## src/rtl/decode_hazard_ctrl_pkg.sv

```systemverilog
// Shared types and sizing for the decode-stage hazard controller and its
// in-order scoreboard queue.
package common;

    localparam int SB_DEPTH = 4;

    typedef enum logic {
        RUN        = 1'b0,
        FLUSH_HOLD = 1'b1
    } hazard_state_t;

    typedef struct packed {
        logic       valid;
        logic [4:0] rd;
    } sb_entry_t;

    // Single-step modulo for ring indices; idx is always below 2*depth here.
    function automatic int sb_wrap(input int idx, input int depth);
        return (idx >= depth) ? idx - depth : idx;
    endfunction

endpackage

```

## src/rtl/decode_hazard_ctrl_sb_queue.sv

```systemverilog
// In-order ring of pending register writes: push at tail, checked pop at head,
// and truncation to the oldest N entries on a mispredict.
module sb_queue
    import common::*;
#(
    parameter int DEPTH = common::SB_DEPTH
) (
    input  logic                   clk,
    input  logic                   reset,
    input  logic                   i_push,
    input  logic [4:0]             i_push_rd,
    input  logic                   i_pop_req,
    input  logic [4:0]             i_pop_id,
    input  logic                   i_trunc,
    input  logic [2:0]             i_keep,
    output logic [$clog2(DEPTH):0] o_count,
    output logic                   o_pop_ok,
    output logic [31:0]            o_busy,
    output logic [31:0]            o_busy_nohead
);

    localparam int PTR_W = (DEPTH > 1) ? $clog2(DEPTH) : 1;
    localparam int CNT_W = $clog2(DEPTH) + 1;

    logic [PTR_W-1:0] r_head;
    logic [CNT_W-1:0] r_count;
    logic             r_valid [DEPTH];
    logic [4:0]       r_rd    [DEPTH];

    logic [PTR_W-1:0] w_head_next;
    logic [PTR_W-1:0] w_tail;
    logic [CNT_W-1:0] w_cnt_pop;
    logic [CNT_W-1:0] w_count_next;
    logic             w_valid_next [DEPTH];
    logic             w_push;
    logic             w_pop_ok;
    sb_entry_t        w_ent [DEPTH];

    // Pop depends only on stored state and writeback, so it can feed issue logic.
    assign w_pop_ok = i_pop_req && (r_count != '0) && (r_rd[r_head] == i_pop_id);
    assign o_pop_ok = w_pop_ok;
    assign o_count  = r_count;

    always_comb begin
        w_push       = i_push && !i_trunc;
        w_head_next  = w_pop_ok ? PTR_W'(sb_wrap(int'(r_head) + 1, DEPTH)) : r_head;
        w_tail       = PTR_W'(sb_wrap(int'(r_head) + int'(r_count), DEPTH));
        w_cnt_pop    = r_count - CNT_W'(w_pop_ok);
        w_count_next = w_cnt_pop + CNT_W'(w_push);
        if (i_trunc && (int'(i_keep) < int'(w_cnt_pop)))
            w_count_next = CNT_W'(i_keep);
        for (int i = 0; i < DEPTH; i++) begin
            w_valid_next[i] = (((i >= int'(w_head_next)) ? i - int'(w_head_next)
                                : i + DEPTH - int'(w_head_next)) < int'(w_count_next));
        end
    end

    always_comb begin
        o_busy        = '0;
        o_busy_nohead = '0;
        for (int i = 0; i < DEPTH; i++) begin
            w_ent[i] = '{valid: r_valid[i], rd: r_rd[i]};
            if (w_ent[i].valid) begin
                o_busy[w_ent[i].rd] = 1'b1;
                if (i != int'(r_head))
                    o_busy_nohead[w_ent[i].rd] = 1'b1;
            end
        end
    end

    always_ff @(posedge clk or posedge reset) begin
        if (reset) begin
            r_head  <= '0;
            r_count <= '0;
            for (int i = 0; i < DEPTH; i++)
                r_valid[i] <= 1'b0;
        end else begin
            r_head  <= w_head_next;
            r_count <= w_count_next;
            for (int i = 0; i < DEPTH; i++)
                r_valid[i] <= w_valid_next[i];
        end
    end

    // Register ids are payload; validity alone defines occupancy.
    always_ff @(posedge clk) begin
        if (w_push)
            r_rd[w_tail] <= i_push_rd;
    end

endmodule

```

## src/rtl/decode_hazard_ctrl.sv

```systemverilog
// Decode-stage issue gate: RAW hazards against in-flight writes, scoreboard
// capacity, mispredict flush with a one-cycle hold, and stall/order monitors.
module decode_hazard_ctrl
    import common::hazard_state_t;
    import common::RUN;
    import common::FLUSH_HOLD;
#(
    parameter int SB_DEPTH = common::SB_DEPTH
) (
    input  logic                      clk,
    input  logic                      reset,
    input  logic                      id_valid,
    input  logic [4:0]                id_rs1,
    input  logic [4:0]                id_rs2,
    input  logic                      id_rs1_used,
    input  logic                      id_rs2_used,
    input  logic [4:0]                id_rd,
    input  logic                      id_rd_write,
    output logic                      id_ready,
    input  logic                      wb_en,
    input  logic [4:0]                wb_id,
    input  logic                      flush,
    input  logic [2:0]                flush_keep,
    output logic [$clog2(SB_DEPTH):0] sb_count,
    output logic [15:0]               stall_cnt,
    output logic                      order_err
);

    localparam int CNT_W = $clog2(SB_DEPTH) + 1;

    hazard_state_t r_state;
    hazard_state_t w_state_next;
    logic          w_hold;
    logic          w_hazard;
    logic          w_full;
    logic          w_fire;
    logic          w_push;
    logic          w_pop_ok;
    logic [31:0]   w_busy;
    logic [31:0]   w_busy_nohead;
    logic [31:0]   w_busy_eff;
    logic [15:0]   r_stall_cnt;
    logic          r_order_err;

    sb_queue #(.DEPTH(SB_DEPTH)) u_sb_queue (
        .clk           (clk),
        .reset         (reset),
        .i_push        (w_push),
        .i_push_rd     (id_rd),
        .i_pop_req     (wb_en),
        .i_pop_id      (wb_id),
        .i_trunc       (flush),
        .i_keep        (flush_keep),
        .o_count       (sb_count),
        .o_pop_ok      (w_pop_ok),
        .o_busy        (w_busy),
        .o_busy_nohead (w_busy_nohead)
    );

    // A head entry retiring this cycle is written through the regfile, so it no longer blocks.
    always_comb begin
        w_busy_eff    = w_pop_ok ? w_busy_nohead : w_busy;
        w_busy_eff[0] = 1'b0;
        w_hazard      = (id_rs1_used && w_busy_eff[id_rs1]) ||
                        (id_rs2_used && w_busy_eff[id_rs2]);
        w_full        = (sb_count == CNT_W'(SB_DEPTH));
        id_ready      = !(w_hazard || w_full || flush || w_hold);
    end

    assign w_fire = id_valid && id_ready;
    assign w_push = w_fire && id_rd_write && (id_rd != 5'd0);

    always_ff @(posedge clk or posedge reset) begin
        if (reset)
            r_state <= RUN;
        else
            r_state <= w_state_next;
    end

    always_comb begin
        w_state_next = r_state;
        case (r_state)
            RUN:        w_state_next = flush ? FLUSH_HOLD : RUN;
            FLUSH_HOLD: w_state_next = flush ? FLUSH_HOLD : RUN;
            default:    w_state_next = RUN;
        endcase
    end

    always_comb begin
        w_hold = (r_state == FLUSH_HOLD);
    end

    always_ff @(posedge clk or posedge reset) begin
        if (reset) begin
            r_stall_cnt <= 16'd0;
            r_order_err <= 1'b0;
        end else begin
            if (id_valid && !id_ready && (r_stall_cnt != 16'hFFFF))
                r_stall_cnt <= r_stall_cnt + 16'd1;
            if (wb_en && !w_pop_ok)
                r_order_err <= 1'b1;
        end
    end

    assign stall_cnt = r_stall_cnt;
    assign order_err = r_order_err;

endmodule
```

## config.mk

```make
export PLATFORM = sky130hd
export DESIGN_NAME = decode_hazard_ctrl
export DESIGN_NICKNAME = d
export VERILOG_FILES = /design/src/rtl/decode_hazard_ctrl_pkg.sv /design/src/rtl/decode_hazard_ctrl_sb_queue.sv /design/src/rtl/decode_hazard_ctrl.sv
export SDC_FILE = /design/constraint.sdc
export NUM_CORES = 1
export LEC_CHECK = 0
export BUFFER_PORTS_ARGS = -buffer_cell sky130_fd_sc_hd__buf_2
export CAP_MARGIN = 20
export CORE_MARGIN = 2
export CORE_UTILIZATION = 41
export CTS_BUF_LIST = sky130_fd_sc_hd__clkbuf_2 sky130_fd_sc_hd__clkbuf_4 sky130_fd_sc_hd__clkbuf_8
export DETAILED_ROUTE_END_ITERATION = 12
export SYNTH_ARGS = -nofsm -noshare
export SYNTH_HDL_FRONTEND = slang
export SYNTH_SLANG_ARGS = --single-unit
```

## constraint.sdc

```tcl
create_clock -name clk -period 4.3 [get_ports clk]
set_input_delay 0.215 -clock clk [delete_from_list [all_inputs] [get_ports clk]]
set_output_delay 0.215 -clock clk [all_outputs]
set_load 0.02 [all_outputs]
```

==> impl_metrics.csv <==
group,metric,value,unit
global_route,grt_pass1_wl,38520,um
finish,fillCellCount,1329,
logic_synthesis,synth_flop_cell,"dfrtp_1",
status,status,"complete, but fails checks",
logic_synthesis,async_flop_share,57.45,%
drt,dr_total_vias,7057,
critical_path,max_stage_delay,0.52,ns
global_route,track_usage,33.84,%
drt,drc,0,
drt,vias_per_cell,6.885,
logic_synthesis,synth-xor-area-share,3.659,%
timing,period_needed,4.458,ns
drt,postRouteAntennaNets,0,
drt,first_iter_violations,889,
logic_synthesis,synth-simple-area-share,31.03,%
floorplanning,die_h,122.4,um
finish,instances_no_fill,1025,
critical_path,worstPathRequired,4.53,ns
logic_synthesis,yosys_warnings,0,
power_and_ir_drop,p_leak,2.790,nW
power_and_ir_drop,ir_drop,368.7,uV
critical_path,start_kind,"register",
finish,drive_above_1_share,32.66,%
critical_path,critPathMaxFanout,10,
cts,cts_made_buffers,5,
timing,drv_slew,0,
placement,pre_cts_ws,-0.4272,ns
logic_synthesis,yosysUniqueCellTypes,78,
cts,cts_tree,"built",
logic_synthesis,synth_nets,780,
timing,worst_slack,-0.1582,ns
floorplanning,die_x,122.4,um
global_route,antenna_found_initial,0,
global_route,grt_pass1_vias,6633,
floorplanning,fp.coreArea,13770,sq um
placement,gp_congestion,1.027,
drt,first_pass_iters,8,
finish,final_common_cell,"buf_4",
finish,final_cell_mix,"buf_4 (120), o22ai_1 (78), nor2_1 (58), buf_2 (51), nand2_1 (44)",
logic_synthesis,synth_top_family_by_area,"simple AND/OR/NAND/NOR gates",
global_route,overflow,0,
logic_synthesis,netlist_area,5746,sq um
timing,holdWs,0.06877,ns
logic_synthesis,yosys.area_share.adder,5.009,%
timing,finalClockSkew,0.01251,ns
floorplanning,die_area,14980,sq um
critical_path,critPathSlowestCell,"mux4_2",
cts,clock_latency,0.31,ns
placement,dpl.hpwl,19540,um
drt,wl,25410,um
logic_synthesis,synth_seq_cells,47,
floorplanning,ios,52,
power_and_ir_drop,power.density,350.8,nW/um^2
cts,cts_buffer_depth,2,
drt,wl_per_cell,24.79,um
timing,worst_slew_pin_slew,0.7042,ns
timing,fmax,0.2243,GHz
finish,nets,898,
finish,area_delta_synth_final,29.38,%
timing,hold_viol,0,
logic_synthesis,avgSynthCellArea,7.914,sq um
cts,cts_max_level,2,
floorplanning,initial_core_util,41.72,%
logic_synthesis,synth-edff-count,20,
timing,slew_headroom,53.05,%
critical_path,crit_chain,"buf_6 -> mux4_2 -> xnor2_2 -> nand4_1 -> buf_6 -> buf_12 -> buf_4 -> o21ai_0 -> a41oi_1 -> a211o_1 -> a32o_1 -> o2111ai_4 -> nor2_4 -> and2_4 -> ha_4 -> ha_4 -> mux2i_4 -> ha_1 -> a21oi_2 -> nor2b_1 -> o21ai_1",
logic_synthesis,synth_compound_area_share,25.74,%
logic_synthesis,synth_mux_area_share,5.096,%
timing,period_share,103.7,%
critical_path,worstPathArrival,4.69,ns
status,violations,"setup timing",
placement,dp_cells,1005,
timing,rsz0062_at_grt,"true",
cts,cts.reportedPaths.clkPinSlew,0.10,ns
cts,clock_sinks,47,
logic_synthesis,syn_inst,726,
min_path,worstHoldPathType,"primary input to register",
job,cap_violations,0,
finish,antenna-diode-count,0,
cts,cts-root-buf,"clkbuf_8",
floorplanning,rows,43,
logic_synthesis,ys_seq_area_share,22.21,%
critical_path,critPathCaptureType,"register",
critical_path,critPathKind,"register to register",
global_route,grt_max_degree,28,
placement,numPortBuffers,51,
timing,setup_violations,4,
==> routing by layer <==
metal	GRT usage (%)	share of wire (%)
met1	42.98	37
met4	23.42	8.4
met3	5.437	10
met2	52.53	44
met5	0	0
==> area by class of cell <==
| type | count | area (sq um) | area share, % |
|---|---|---|---|
| Multi-Input combinational cell | 579 | 4388 | 59.03 |
| Timing Repair Buffer | 182 | 1326 | 17.84 |
| Sequential cell | 47 | 1276 | 17.17 |
| Tap cell | 180 | 225.2 | 3.030 |
| Inverter | 29 | 121.4 | 1.633 |
| Clock buffer | 5 | 68.82 | 0.9258 |
| Clock inverter | 3 | 27.53 | 0.3703 |
==> synthesized netlist by cell type, drive strengths merged (8+ instances only) <==
| library cell | count | area, sq um |
|---|---|---|
| ha | 23 | 287.8 |
| nand4b | 10 | 87.58 |
| nor4 | 8 | 56.30 |
| nor2b | 13 | 81.33 |
| edfxtp | 20 | 600.6 |
| or3b | 11 | 96.34 |
| o32ai | 17 | 148.9 |
| nand4 | 10 | 62.56 |
| nand2 | 45 | 176.4 |
| inv | 27 | 101.4 |
| a221oi | 14 | 128.9 |
| xor2 | 13 | 113.9 |
| nor2 | 59 | 221.5 |
| nand2b | 9 | 56.30 |
| nand3b | 14 | 105.1 |
| a21oi | 10 | 50.05 |
| buf | 11 | 81.32 |
| nand4bb | 8 | 90.09 |
| dfrtp | 27 | 675.7 |
| o21ai | 28 | 140.1 |
| nand3 | 33 | 165.2 |
| o22ai | 79 | 500.5 |
| clkbuf | 60 | 225.2 |
| nor3 | 45 | 250.2 |
| a211oi | 9 | 67.56 |
| mux4 | 10 | 229.0 |
| a31oi | 11 | 68.82 |
| xnor2 | 11 | 96.34 |
==> state kept, by name (all words and copies together) (netlist names) <==
signal / flops
u_sb_queue.r_rd: 20
stall_cnt: 16
u_sb_queue.r_valid: 4
u_sb_queue.o_count: 3
u_sb_queue.r_head: 2
order_err: 1
r_state: 1
==> per-stage QoR <==
stage                     util [%]  instance area, sq um  power (mW)  TNS (ns)
after floorplan                  -                  5813       1.528         0
after global placement       49.98                  6884       2.040    -1.172
after detailed placement     49.98                  6884       2.078    -1.537
after CTS                    52.35                  7211       2.502   -0.1522
after global routing         53.97                  7433       2.771    -1.104
final                        53.97                  7433       2.607   -0.5191
==> path summary, 6_finish.rpt <==
check	from	endpoint	slack, ns	cells after the start
max	u_sb_queue.r_head[0]	u_sb_queue.r_valid[1]	-0.16	21
min	flush	r_state	0.07	1
max reg2reg	u_sb_queue.r_head[0]	u_sb_queue.r_valid[1]	-0.16	21
min reg2reg	stall_cnt[10]	stall_cnt[10]	0.49	1
max in group asynchronous	reset	u_sb_queue.r_valid[0]	3.35	4
min in group asynchronous	reset	stall_cnt[9]	0.47	3
==> what timing repair did <==
item / 4_1_cts / 5_1_grt
gates resized for setup: 34 / 33
setup buffers: 5 / 5
endpoints found under the hold margin: 0 / 10
setup endpoints to repair: 5 / 14
pin swaps: 15 / 22
gates cloned: 0 / 1
hold buffers: 0 / 1
==> cell families (layout without fill, tap and decap cells) <==
group	count (synthesis)	count (layout)
compound gates	209	209
xor+xnor	24	24
fa+ha+maj	23	23
buf+inv	100	219
flops	47	47
mux	16	16
simple gates	307	307
==> report_power, final <==
| part | total [mW] | leakage, nW | internal, mW | switching [mW] |
|---|---|---|---|---|
| registers | 0.650 | 0.499 | 0.541 | 0.109 |
| logic | 1.68 | 2.24 | 0.756 | 0.922 |
| clock network | 0.279 | 0.0467 | 0.120 | 0.158 |
| total | 2.61 | 2.79 | 1.42 | 1.19 |
==> critical path, delay by kind of cell (launching register included) <==
family / cells / cell delay [ns]
and+or+nand+nor: 4 / 0.41
DFF: 1 / 0.39
muxes: 2 / 0.77
xor gates and xnor gates: 1 / 0.19
buffers and inverters: 4 / 0.60
adders and majority gates: 3 / 0.69
AOI/OAI and AO/OA: 7 / 1.32
No activity file was read; power rests on OpenSTA's default activity.
